$ cat config.mk
export PLATFORM = sky130hd
export DESIGN_NAME = shift_add_mul_seq
export DESIGN_NICKNAME = d
export VERILOG_FILES = /design/src/rtl/shift_add_mul_pkg.sv /design/src/rtl/shift_add_mul_step.sv /design/src/rtl/shift_add_mul_seq.sv
export SDC_FILE = /design/constraint.sdc
export NUM_CORES = 1
export LEC_CHECK = 0
export BUFFER_PORTS_ARGS = -buffer_cell sky130_fd_sc_hd__clkbuf_2
export CAP_MARGIN = 20
export CORE_MARGIN = 10
export CORE_UTILIZATION = 57
export DETAILED_ROUTE_END_ITERATION = 12
export PLACE_DENSITY = 0.93
export SLEW_MARGIN = 30
export SYNTH_ARGS = -nofsm -noshare
export SYNTH_HDL_FRONTEND = slang
export SYNTH_SLANG_ARGS = --single-unit
export TNS_END_PERCENT = 100
$ cat constraint.sdc
create_clock -name clk -period 8 [get_ports clk]
set_input_delay 0.4 -clock clk [delete_from_list [all_inputs] [get_ports clk]]
set_output_delay 0.4 -clock clk [all_outputs]
set_load 0.01 [all_outputs]
$ cat src/rtl/shift_add_mul_pkg.sv
// Shared types and helpers for the iterative shift-add multiplier.
package shift_add_mul_pkg;

    typedef enum logic [1:0] {ST_IDLE, ST_RUN, ST_DONE} mul_state_t;

    // Counter width able to hold the value word_width itself.
    function automatic int unsigned cnt_width_f(input int unsigned word_width);
        return $clog2(word_width + 1);
    endfunction

endpackage

$ cat src/rtl/shift_add_mul_step.sv
// One shift-add iteration: conditionally add the multiplicand into the upper
// half through a carry-lookahead adder, then shift the whole accumulator right
// with the adder carry entering at the MSB.
module shift_add_mul_step
    import shift_add_mul_pkg::*;
#(
    parameter int unsigned WORD_WIDTH = 8
) (
    input  logic [2*WORD_WIDTH-1:0] acc_i,
    input  logic [WORD_WIDTH-1:0]   mcand_i,
    output logic [2*WORD_WIDTH-1:0] acc_o
);

    localparam int unsigned W = WORD_WIDTH;

    logic [W-1:0] addend;
    logic [W-1:0] gen;
    logic [W-1:0] prop;
    logic [W:0]   carry;
    logic [W-1:0] sum;

    // Carry-lookahead add of acc_hi and the gated multiplicand, keeping carry out.
    always_comb begin
        addend = acc_i[0] ? mcand_i : '0;
        gen    = acc_i[2*W-1:W] & addend;
        prop   = acc_i[2*W-1:W] ^ addend;
        carry  = '0;
        for (int i = 0; i < int'(W); i++) begin
            carry[i+1] = gen[i] | (prop[i] & carry[i]);
        end
        sum = prop ^ carry[W-1:0];
    end

    // Shift right by one: {carry, sum} becomes the new upper W+1 bits.
    assign acc_o = {carry[W], sum, acc_i[W-1:1]};

endmodule

$ cat src/rtl/shift_add_mul_seq.sv
// Iterative unsigned multiplier: valid/ready operand intake, WORD_WIDTH
// shift-add iterations, then a held result until the consumer takes it.
module shift_add_mul_seq
    import shift_add_mul_pkg::*;
#(
    parameter int unsigned WORD_WIDTH = 8,
    parameter int unsigned CNT_WIDTH  = cnt_width_f(WORD_WIDTH)
) (
    input  logic                    clk,
    input  logic                    reset,
    input  logic                    start_valid,
    output logic                    start_ready,
    input  logic [WORD_WIDTH-1:0]   a,
    input  logic [WORD_WIDTH-1:0]   b,
    output logic                    result_valid,
    input  logic                    result_ready,
    output logic [2*WORD_WIDTH-1:0] result,
    output logic                    busy
);

    localparam int unsigned W = WORD_WIDTH;

    mul_state_t         state_q, state_d;
    logic [CNT_WIDTH-1:0] cnt_q, cnt_d;
    logic [W-1:0]       mcand_q, mcand_d;
    logic [2*W-1:0]     acc_q, acc_d;
    logic [2*W-1:0]     step_acc;

    shift_add_mul_step #(
        .WORD_WIDTH (W)
    ) u_step (
        .acc_i   (acc_q),
        .mcand_i (mcand_q),
        .acc_o   (step_acc)
    );

    // State register.
    always_ff @(posedge clk) begin
        if (reset) begin
            state_q <= ST_IDLE;
        end else begin
            state_q <= state_d;
        end
    end

    // Next-state logic.
    always_comb begin
        state_d = state_q;
        case (state_q)
            ST_IDLE: if (start_valid)                 state_d = ST_RUN;
            ST_RUN:  if (cnt_q == CNT_WIDTH'(1))       state_d = ST_DONE;
            ST_DONE: if (result_ready)                state_d = ST_IDLE;
            default:                                  state_d = ST_IDLE;
        endcase
    end

    // Output decode; result is exposed only while a product is pending.
    always_comb begin
        start_ready  = 1'b0;
        result_valid = 1'b0;
        busy         = 1'b0;
        result       = '0;
        case (state_q)
            ST_IDLE: start_ready = 1'b1;
            ST_RUN:  busy        = 1'b1;
            ST_DONE: begin
                busy         = 1'b1;
                result_valid = 1'b1;
                result       = acc_q;
            end
            default: start_ready = 1'b0;
        endcase
    end

    // Datapath next values; operands are captured only on an accepted handshake.
    always_comb begin
        cnt_d   = cnt_q;
        mcand_d = mcand_q;
        acc_d   = acc_q;
        case (state_q)
            ST_IDLE: begin
                if (start_valid) begin
                    mcand_d = a;
                    acc_d   = {W'(0), b};
                    cnt_d   = CNT_WIDTH'(W);
                end
            end
            ST_RUN: begin
                acc_d = step_acc;
                cnt_d = cnt_q - CNT_WIDTH'(1);
            end
            default: begin
                cnt_d = cnt_q;
            end
        endcase
    end

    // Datapath registers.
    always_ff @(posedge clk) begin
        if (reset) begin
            cnt_q   <= '0;
            mcand_q <= '0;
            acc_q   <= '0;
        end else begin
            cnt_q   <= cnt_d;
            mcand_q <= mcand_d;
            acc_q   <= acc_d;
        end
    end

endmodule

==> impl_metrics.env <==
export IMPL_synthesis_area_sq_um=1630
export IMPL_viasPerCell=5.37
export IMPL_wl_met2_um=1820
export IMPL_place_hpwl_um=2530
export IMPL_routedWlPerCell_um=14.3
export IMPL_place_gp_congestion=0.783
export IMPL_synth_edf_count=0
export IMPL_num_nets_final=250
export IMPL_worstReg2RegEnd="acc_q[14]$_SDFFE_PP0P_"
export IMPL_core_sq_um=2730
export IMPL_critical_path_max_stage_delay_ps=520
export IMPL_grt_pass1_wl_um=5980
export IMPL_reg2reg_depth=12
export IMPL_synthDistinctLibCells=30
export IMPL_critical_path_top_delay_family="adder cells"
export IMPL_grt_pass1_vias=1344
export IMPL_antenna_cells=0
export IMPL_clockBufferDepth=2
export IMPL_num_io_pins=39
export IMPL_antenna_found_initial=0
export IMPL_crit_top_cell="fa_1"
export IMPL_drt_antenna_violating_nets=0
export IMPL_rsz0062_at_grt="no"
export IMPL_io_buffers=38
export IMPL_cts_buffers=5
export IMPL_ys_top_cells_by_area="dfxtp_1 37%, fa_1 8.6%, and2_1 6.5%"
export IMPL_route_detailed_drc=0
export IMPL_cp_startpoint="acc_q[0]$_SDFFE_PP0P_"
export IMPL_drt_iter0_drc=107
export IMPL_die_x_um=73.4
export IMPL_worstSetupPathType="reg2reg"
export IMPL_r2r_setup_slack_ps=3910
export IMPL_hold_viol_final=0
export IMPL_final_common_cell="clkbuf_2"
export IMPL_worst_path_max_delay_cell="dfxtp_1"
export IMPL_cp_required_ps=8210
export IMPL_die_h_um=73.4
export IMPL_ctsHtreeMaxLevel=2
export IMPL_routed_wirelength_um=3560
export IMPL_die_area_sq_um=5390
export IMPL_fin_crit_sh_pct=51.2
export IMPL_postCtsSetupBuffers=0
export IMPL_dr_total_vias=1338
export IMPL_worst_pin_slew_ps=748
export IMPL_clock_latency_ps=330
export IMPL_met3WireLength_um=185
export IMPL_async_reset_ff_share_pct=0
export IMPL_synth_ff_type="dfxtp_1"
export IMPL_root_buffer="clkbuf_4"
export IMPL_syn_nets=215
export IMPL_syn_inst=182
export IMPL_tns_ps=0
export IMPL_initial_utilization_pct=59.5
export IMPL_syn_avg_cell_area_sq_um=8.94
export IMPL_whs_ps=293
export IMPL_synth_top_cell_by_area="dfxtp_1"
export IMPL_num_rows=19
export IMPL_topRoutingLayerUsed="met4"
export IMPL_fin_worst_skew_ps=8.74
export IMPL_yosysSeqAreaShare_pct=36.9
export IMPL_crit_cells=12
export IMPL_outcome="completed"
export IMPL_wl_met1_um=1500
export IMPL_leakagePower_nw=0.768
export IMPL_crit_fanout=10
export IMPL_setup_viol=0
export IMPL_synth_warnings=0
export IMPL_synth_seq_cells=30
export IMPL_cts_tree="yes"
export IMPL_p_per_area_nw_per_um2=228
export IMPL_grt_max_degree=31
export IMPL_globalRouteOverflowTotal=0
export IMPL_r2r_start="acc_q[0]$_SDFFE_PP0P_"
export IMPL_critPathArrivalTime_ps=4300
export IMPL_slew_violations=0
export IMPL_hold_path_class="in2reg"
export IMPL_drive_above_1_share_pct=24.8
export IMPL_area_growth_pct=15.8
export IMPL_cts_resized=0
export IMPL_critPathBufInv=1
export IMPL_first_pass_iters=4
export IMPL_start_kind="flop"
export IMPL_relSlewSlack_pct=50.1
export IMPL_grt_usage_pct=13.5
export IMPL_path_cells="and2_1 -> ha_1 -> inv_1 -> fa_1 -> fa_1 -> fa_1 -> fa_1 -> fa_1 -> fa_1 -> fa_1 -> a2bb2oi_1 -> nor2_1"
export IMPL_final_cell_mix="38 x clkbuf_2, 30 x dfxtp_1, 22 x nor2_1, 17 x and2_1, 16 x nand2_1"
export IMPL_maxCapViolations=0
export IMPL_clkSinkCount=30
export IMPL_end_kind="flop"
export IMPL_hold_buffers=0
export IMPL_endpoint="acc_q[14]$_SDFFE_PP0P_"
export IMPL_min_period_ps=4090
export IMPL_yosysTopAreaCellShare_pct=36.9
export IMPL_max_freq_mhz=244
export IMPL_ir_drop_uv=154
export IMPL_clkTransAtPathRegs_ps=100
[registers in the layout, indices dropped and copies added, names as in the netlist]
register and count:
cnt_q 4, acc_q 16, mcand_q 8, state_q 2
[cell usage after synthesis (2+ instances only)]
| master | number |
|---|---|
| fa_1 | 7 |
| a21oi_1 | 8 |
| ha_1 | 6 |
| a211oi_1 | 9 |
| buf_4 | 3 |
| o21ai_0 | 2 |
| and2_1 | 17 |
| dfxtp_1 | 30 |
| clkbuf_1 | 5 |
| nand2b_1 | 2 |
| buf_2 | 2 |
| nand2_1 | 16 |
| nor3_1 | 2 |
| a2bb2oi_1 | 9 |
| inv_1 | 12 |
| mux2i_1 | 9 |
| nor2_1 | 22 |
| nand3_1 | 9 |
[how the worst min path moves through the flow]
stage                            startpoint                 endpoint  slack, ps  cells past startpoint
floorplan           mcand_q[0]$_SDFFE_PP0P_  mcand_q[0]$_SDFFE_PP0P_        430                      2
global placement    mcand_q[0]$_SDFFE_PP0P_  mcand_q[0]$_SDFFE_PP0P_        440                      2
detailed placement  mcand_q[0]$_SDFFE_PP0P_  mcand_q[0]$_SDFFE_PP0P_        440                      2
CTS                                    a[5]  mcand_q[5]$_SDFFE_PP0P_        290                      3
global route                           a[3]  mcand_q[3]$_SDFFE_PP0P_        290                      3
finish                                 a[5]  mcand_q[5]$_SDFFE_PP0P_        290                      3
[worst register-to-register path, cell delays in order, from the launching register on]
cell and delay [ps]:
dfxtp_1 520, and2_1 180, ha_1 130, inv_1 40, fa_1 380, fa_1 390
fa_1 390, fa_1 390, fa_1 400, fa_1 400, fa_1 510, a2bb2oi_1 200
nor2_1 60
[layout make-up]
cell class / instances / area [sq um]
Fill cell: 209 / 850
Clock buffer: 8 / 78.8
Multi-Input combinational cell: 130 / 931
Inverter: 12 / 45.0
Timing Repair Buffer: 38 / 190
Sequential cell: 30 / 601
Tap cell: 31 / 38.8
[metal layers]
metal / track usage [%] / up-vias
li1: - / 681
met1: 15.3 / 612
met2: 23.2 / 38
met3: 4.44 / 7
met4: 4.35 / 0
met5: 0 / -
[stage by stage]
| stage | utilization (%) | cells | power, mW | setup slack (ps) | instance area (sq um) |
|---|---|---|---|---|---|
| floorplan | - | 182 | 0.294 | 4090 | 1630 |
| global placement | 66.0 | 241 | 0.314 | 4100 | 1810 |
| detailed placement | 66.0 | 241 | 0.319 | 3970 | 1810 |
| CTS | 68.9 | 249 | 0.432 | 3890 | 1880 |
| global route | 68.9 | 249 | 0.455 | 3730 | 1880 |
| finish | 68.9 | 249 | 0.430 | 3910 | 1880 |
[logic make-up after synthesis]
kind of cell / after synthesis / share of synthesized area [%]
flip-flops: 30 / 36.9
adder cells (fa/ha/maj): 13 / 13.2
multiplexers: 10 / 6.23
AND/OR/NAND/NOR: 75 / 23.4
buffers and inverters: 22 / 5.92
AO/OA/AOI/OAI: 32 / 14.3
[where the power goes]
| group | total, mW | internal [mW] | switching, mW | leakage [nW] |
|---|---|---|---|---|
| clock network | 0.113 | 0.0600 | 0.0534 | 0.0446 |
| logic | 0.128 | 0.0541 | 0.0742 | 0.477 |
| registers | 0.189 | 0.171 | 0.0179 | 0.246 |
No activity file was read; power rests on OpenSTA's default activity.
